### src/rtl/serial_pkg.sv
// rtl/serial_pkg.sv - shared constants and state encoding for the serial frame parser
package serial_pkg;

  localparam logic [7:0] SOF_DEFAULT = 8'hAA;

  typedef enum logic [2:0] {
    IDLE,
    S_CMD,
    S_LEN,
    S_PAY,
    S_CSUM
  } state_t;

  localparam logic [1:0] ERR_CSUM = 2'd1;
  localparam logic [1:0] ERR_LEN  = 2'd2;
  localparam logic [1:0] ERR_TMO  = 2'd3;

endpackage

### src/rtl/serial_idle_timer.sv
// rtl/serial_idle_timer.sv - clearable/loadable idle counter with a terminal-count flag
module serial_idle_timer #(
  parameter int TIMEOUT = 500000,
  parameter int CW      = $clog2(TIMEOUT + 1)
) (
  input  logic          CLK,
  input  logic          RST,
  input  logic          clr,
  input  logic          load,
  input  logic [CW-1:0] load_val,
  output logic          tc
);

  logic [CW-1:0] cnt;

  always_ff @(posedge CLK or negedge RST) begin
    if (!RST)      cnt <= '0;
    else if (clr)  cnt <= '0;
    else if (load) cnt <= load_val;
    else           cnt <= cnt + CW'(1);
  end

  assign tc = (cnt == CW'(TIMEOUT - 1));

endmodule

### src/rtl/serial_frame_parser.sv
// rtl/serial_frame_parser.sv - SOF/CMD/LEN/payload/CSUM frame decoder on the FIFO read side
module serial_frame_parser
  import serial_pkg::*;
#(
  parameter int          MAXLEN  = 16,
  parameter int          TIMEOUT = 500000,
  parameter logic [7:0]  SOF     = SOF_DEFAULT,
  parameter int          AW      = (MAXLEN > 1) ? $clog2(MAXLEN) : 1
) (
  input  logic          CLK,
  input  logic          RST,
  input  logic          DATA_RDY,
  input  logic [7:0]    DATA,
  output logic          RD_EN,
  output logic [7:0]    CMD,
  output logic [7:0]    LEN,
  output logic [7:0]    PL_DATA,
  output logic [AW-1:0] PL_ADDR,
  output logic          PL_WE,
  output logic          FRAME_OK,
  output logic          FRAME_ERR,
  output logic [1:0]    ERR_CODE,
  output logic          BUSY
);

  localparam logic [7:0] MAXLEN_B = 8'(MAXLEN);
  localparam int         CW       = $clog2(TIMEOUT + 1);

  state_t        state, state_nx;
  logic          accept, tmo_tc, tmo, last_pay, len_bad;
  logic [7:0]    csum;
  logic [AW-1:0] idx;
  logic          pl_we_d, ok_d, err_d;
  logic [1:0]    code_d;

  // RD_EN doubles as the accept strobe: DATA is captured on the edge that ends it
  assign accept   = RD_EN;
  assign len_bad  = (DATA > MAXLEN_B);
  assign last_pay = (8'(idx) == LEN - 8'd1);
  assign tmo      = tmo_tc & ~accept & (state != IDLE);
  assign BUSY     = (state != IDLE);

  serial_idle_timer #(.TIMEOUT(TIMEOUT), .CW(CW)) u_idle_timer (
    .CLK      (CLK),
    .RST      (RST),
    .clr      (accept | (state == IDLE)),
    .load     (1'b0),
    .load_val ('0),
    .tc       (tmo_tc)
  );

  always_ff @(posedge CLK or negedge RST) begin
    if (!RST) state <= IDLE;
    else      state <= state_nx;
  end

  always_comb begin
    state_nx = state;
    if (accept) begin
      case (state)
        IDLE:    if (DATA == SOF) state_nx = S_CMD;
        S_CMD:   state_nx = S_LEN;
        S_LEN:   begin
          if (len_bad)            state_nx = IDLE;
          else if (DATA == 8'd0)  state_nx = S_CSUM;
          else                    state_nx = S_PAY;
        end
        S_PAY:   if (last_pay) state_nx = S_CSUM;
        S_CSUM:  state_nx = IDLE;
        default: state_nx = IDLE;
      endcase
    end else if (tmo) begin
      state_nx = IDLE;
    end
  end

  always_comb begin
    pl_we_d = 1'b0;
    ok_d    = 1'b0;
    err_d   = 1'b0;
    code_d  = ERR_CODE;
    if (accept) begin
      case (state)
        S_LEN:  if (len_bad) begin err_d = 1'b1; code_d = ERR_LEN; end
        S_PAY:  pl_we_d = 1'b1;
        S_CSUM: begin
          if (DATA == csum) ok_d = 1'b1;
          else begin err_d = 1'b1; code_d = ERR_CSUM; end
        end
        default: ;
      endcase
    end else if (tmo) begin
      err_d  = 1'b1;
      code_d = ERR_TMO;
    end
  end

  always_ff @(posedge CLK or negedge RST) begin
    if (!RST) begin
      RD_EN     <= 1'b0;
      CMD       <= '0;
      LEN       <= '0;
      PL_DATA   <= '0;
      PL_ADDR   <= '0;
      PL_WE     <= 1'b0;
      FRAME_OK  <= 1'b0;
      FRAME_ERR <= 1'b0;
      ERR_CODE  <= '0;
      csum      <= '0;
      idx       <= '0;
    end else begin
      RD_EN     <= DATA_RDY & ~RD_EN;
      PL_WE     <= pl_we_d;
      FRAME_OK  <= ok_d;
      FRAME_ERR <= err_d;
      ERR_CODE  <= code_d;
      if (accept) begin
        case (state)
          IDLE:  csum <= '0;
          S_CMD: begin CMD <= DATA; csum <= DATA; end
          S_LEN: begin LEN <= DATA; csum <= csum ^ DATA; idx <= '0; end
          S_PAY: begin
            PL_DATA <= DATA;
            PL_ADDR <= idx;
            idx     <= idx + AW'(1);
            csum    <= csum ^ DATA;
          end
          default: ;
        endcase
      end
    end
  end

endmodule
### config.mk
export PLATFORM = sky130hd
export DESIGN_NAME = serial_frame_parser
export DESIGN_NICKNAME = d
export VERILOG_FILES = /design/src/rtl/serial_pkg.sv /design/src/rtl/serial_idle_timer.sv /design/src/rtl/serial_frame_parser.sv
export SDC_FILE = /design/constraint.sdc
export NUM_CORES = 1
export LEC_CHECK = 0
export CORE_MARGIN = 2
export CORE_UTILIZATION = 55
export DETAILED_ROUTE_END_ITERATION = 6
export PLACE_DENSITY = 0.8
export SYNTH_ARGS = -nofsm -noshare
export SYNTH_HDL_FRONTEND = slang
export SYNTH_HIERARCHICAL = 1
export SYNTH_SLANG_ARGS = --single-unit
export TNS_END_PERCENT = 1
### constraint.sdc
create_clock -name CLK -period 3.55 [get_ports CLK]
set_input_delay 0.71 -clock CLK [delete_from_list [all_inputs] [get_ports CLK]]
set_output_delay 0.71 -clock CLK [all_outputs]
set_load 0.03 [all_outputs]
### After elaboration in Yosys (flattened, before gate mapping)

Cells that the tools add are included.
W data, S select, Z words.

| operators by class | value |
|---|---|
| order comparisons | 1 |
| bitwise operators | 6 |
| reductions and logical operators | 14 |
| equality and inequality tests | 13 |
| multiplexer cells | 25 |
| add/sub/neg operators | 3 |
| multipliers | 0 |
| div/mod/pow operators | 0 |
| shift-type cells | 0 |

Operators by type and width:

| operator | count |
|---|---|
| $pmux W8 S3 | 1 |
| $add A19 B1 Y19 const B | 1 |
| $eq A19 B19 Y1 const B | 1 |
| $mux W19 | 1 |
| $mux W3 | 6 |
| $pmux W3 S4 | 1 |
| $reduce_and A2 Y1 | 5 |
| $mux W1 | 9 |
| $ne A3 B3 Y1 const B | 3 |
| $eq A4 B8 Y1 | 1 |
| $eq A8 B8 Y1 | 1 |
| $eq A8 B8 Y1 const B | 1 |
| $gt A8 B5 Y1 const B | 1 |
| $logic_not A8 Y1 | 1 |
| $mux W2 | 4 |
| $pmux W4 S2 | 1 |
| $sub A8 B1 Y8 const B | 1 |
| $xor A8 B8 Y8 | 1 |
| $eq A3 B2 Y1 const B | 2 |
| $reduce_bool A3 Y1 | 2 |
| $add A4 B1 Y4 const B | 1 |
| $pmux W2 S2 | 1 |
| $reduce_and A4 Y1 | 1 |
| $reduce_bool A2 Y1 | 2 |
| other kinds (11) | 13 |

| word-level totals | value |
|---|---|
| bits in writable memories | 0 |
| output and inout port bits | 35 |
| input port bits | 11 |
| memories kept | 0 |
| latch bits | 0 |
| bits in read-only memories | 0 |
| logic and storage cells | 75 |
| register bits after elaboration | 68 |

### Logic depth before layout (Yosys ltp)

| logic depth | value |
|---|---|
| word-level depth | 5 |
| mapped depth | 9 |
| gate-level depth less buffers | 8 |

### Hierarchy

The synthesis kept the hierarchy.

By module, submodules not included:

| module | times used | sequential area each (um2) | area each (um2) | cells an instance |
|---|---|---|---|---|
| serial_frame_parser | 1 | 1,226.2 | 2,454.9 | 238 |
| serial_idle_timer | 1 | 475.5 | 1,134.8 | 127 |

### Worst setup path after synthesis

Ideal clock, no wire load.

| timing path | value |
|---|---|
| path kind | register to register |
| from | reg u_idle_timer.cnt[10] |
| to | reg state[2] |
| slack | 914 ps |
| period minus slack after synthesis | 2,636 ps |
| buffers on the path | 0 |
| cell stages (with the launch flop) | 8 |
| library setup time | 124 ps |
| arrival time | 2,512 ps |
| data required time | 3,426 ps |
| path through | dfrtp_1 -> or4_1 -> or4_1 -> nor4b_2 -> nor2_1 -> o22ai_1 -> mux2_2 -> o31a_1 |

| between the ends | value |
|---|---|
| word-level cells in the longest chain between the ends | 5 |

RTL lines:

| item | line | source |
|---|---|---|
| start: declaration | serial_idle_timer.sv:14 | `logic [CW-1:0] cnt;` |
| start signal: assignment | serial_idle_timer.sv:19 | `else if (load) cnt <= load_val;` |
| start signal: assignment | serial_idle_timer.sv:20 | `else cnt <= cnt + CW'(1);` |
| $eq A19 B19 Y1 | serial_idle_timer.sv:23 | `assign tc = (cnt == CW'(TIMEOUT - 1));` |
| named net tmo_tc | serial_frame_parser.sv:30 | `logic accept, tmo_tc, tmo, last_pay, len_bad;` |
| $and A1 B1 Y1 (2 in series) | serial_frame_parser.sv:40 | `assign tmo = tmo_tc & ~accept & (state != IDLE);` |
| $reduce_bool A2 Y1 (no line) | - |  |
| $reduce_and A3 Y1 (no line) | - |  |
| end signal: assignment | serial_frame_parser.sv:54 | `else state <= state_nx;` |
| end: declaration | serial_frame_parser.sv:29 | `state_t state, state_nx;` |

The timed path passes the listed nets, and every way through them passes these cells.
A chain may end at the register's enable or synchronous reset.

### Worst setup path in the final report

| timing path | value |
|---|---|
| from | reg state[1] |
| to | out BUSY |

| between the ends | value |
|---|---|
| word-level cells in the longest chain between the ends | 1 |

RTL lines:

| item | line | source |
|---|---|---|
| $reduce_bool A3 Y1 | serial_frame_parser.sv:41 | `assign BUSY = (state != IDLE);` |
| end: declaration | serial_frame_parser.sv:23 | `output logic BUSY` |

Every way passes these cells.

==> metrics.yaml <==
synth_top_area_share: 0.474
nets: 441
regArea_sq_um: 1700
end_kind: "output port"
r2r-end: "state[2]"
cts_resized: 0
yosysWarnings: 6
setup_viol: 0
place_ws_ns: 0.716
drt_iter0_drc: 238
ys.flop_type: "dfrtp_1"
core_area_sq_um: 6310
worst_slew_pin_slew_ns: 0.870
synthCells: 365
seq_area_frac_synth: 0.474
routed_wl_um: 7710
layout_min_cycle_time_ns: 2.83
critPathMaxFanout: 19
maxSlewHeadroom: 0.415
worstSkewPairLatency_ns: 0.34
first_global_vias: 2733
fin_setup_tns_ns: 0
p_leak_nw: 1.86
fmax_ghz: 0.353
cts_made_buffers: 9
slew_viol_final: 0
synth_common_cells: "dfrtp_1, nand2_1, nor2_1"
vdd_drop_max_uv: 554
place_inst: 493
hold-worst-slack_ns: 0.337
cts.path.max_buffers: 2
clkTransAtPathRegs_ns: 0.08
grt_pass1_wl_um: 13400
maxCapViolations: 0
status: "complete, no violations"
synthTopCellsByArea: "dfrtp_1, mux2_2, nand2_1"
async_reset_ff_frac: 1.00
rsz0062_at_grt: "no"
dr.pass1.iters: 5
arrival_ns: 2.12
hold_violations: 0
antenna_left: 0
rows: 29
synth.most_common_cell: "dfrtp_1"
cts_root_buf: "clkbuf_8"
synth_cell_types: 55
area_growth_pct: 20.7
postCtsSetupBuffers: 0
io_pins: 46
final_cells: 509
hp-class: "input port to async pin"
ctsHtreeMaxLevel: 3
diodes: 0
vias_per_cell: 5.58
synth.cell_area_sq_um: 3590
fin_skew_ns: 0.0101
io_buffers: 45
multiInputGateArea_sq_um: 1820
antenna_found_initial: 0
path_class: "flop to output port"
r2r_setup_slack_ns: 0.73
synth-edff-count: 0
dieArea_sq_um: 7190
die_h_um: 84.8
die_w_um: 84.8
dp_hpwl_um: 5390
vias: 2842
cts_tree: "yes"
place.gp.congestion: 0.833
fillCellCount: 500
track_usage: 0.234
period_share: 0.797
syn_avg_cell_area_sq_um: 9.83
synth_top_area_cell: "dfrtp_1"
grt_max_degree: 46
powerDensity_nw_per_um2: 760
reg2reg_from: "u_idle_timer/cnt[10]"
synth.ff_latch_count: 68
drive_above_1_share: 0.118
start_util: 0.569
gr-total-overflow: 0
worstSetupStartpointType: "flop"
reg2regPathDepth: 7
drc_errors: 0
ctsHoldBuffers: 0
cts_sinks: 68
fin_ws_ns: 0.720
wl_per_cell_um: 15.1
required_ns: 2.84
## how the worst max path moves through the flow
stage                              start          end  slack, ns
detailed placement               DATA[1]  ERR_CODE[1]       0.72
global route         u_idle_timer/cnt[4]     state[2]       0.60
global placement                 DATA[4]     state[1]       0.77
CTS                             state[1]         BUSY       0.70
finish                          state[1]         BUSY       0.72
floorplan           u_idle_timer/cnt[10]     state[2]       0.91
## registers in the layout, indices dropped and copies added, names as in the netlist
| register | count |
|---|---|
| state | 3 |
| csum | 8 |
| PL_DATA | 8 |
| u_idle_timer/cnt | 19 |
| ERR_CODE | 2 |
| idx | 4 |
| PL_WE | 1 |
| CMD | 8 |
| FRAME_ERR | 1 |
| LEN | 8 |
| RD_EN | 1 |
| FRAME_OK | 1 |
| PL_ADDR | 4 |
## critical path, stage by stage (launching register included)
cell and delay [ns]:
dfrtp_1 0.61, nor3_1 0.49, inv_1 0.07, clkdlybuf4s50_1 0.60
## stage by stage
step,total power [W],area [sq um],utilization
CTS,0.00331,4330,0.686
detailed placement,0.00265,4130,0.654
finish,0.00329,4330,0.686
global placement,0.00261,4130,0.654
global route,0.00349,4330,0.686
floorplan,0.00215,3680,-
## routing by layer
metal / part of all wire / track usage / up-vias
met5: 0 / 0 / -
met4: 0.0053 / 0.0620 / 0
met3: 0.049 / 0.0580 / 6
met2: 0.47 / 0.359 / 85
met1: 0.47 / 0.336 / 1359
li1: - / - / 1392
## layout make-up
type                            instances  share of cell area
Inverter                               12              0.0104
Timing Repair Buffer                   48               0.108
Sequential cell                        68               0.393
Clock buffer                            9              0.0286
Tap cell                               77              0.0222
Clock inverter                          7              0.0191
Multi-Input combinational cell        288               0.419
## power breakdown
group	switching, W	leakage (nW)	internal (W)
Sequential	0.000284	0.879	0.00104
Combinational	0.000718	0.886	0.000597
Clock	0.000325	0.0984	0.000335
## cells by family after synthesis
group,synth area share
adders and majority gates,0.0105
and+or+nand+nor,0.236
buffers and inverters,0.0443
xor gates and xnor gates,0.0659
AOI/OAI and AO/OA,0.100
DFF,0.474
muxes,0.0680
other,0.00104
## placed cells by master (no fill, tap or decap), types with 12 or more instances in the layout
cell             instances
dfrtp_1                 68
nand2_1                 54
clkdlybuf4s50_1         44
nor2_1                  24
conb_1                  24
nand3_1                 20
mux2_2                  19
o21ai_0                 17
xnor2_1                 15
inv_1                   12
xor2_1                  12
Note: power is estimated with default switching activity, not from simulation.
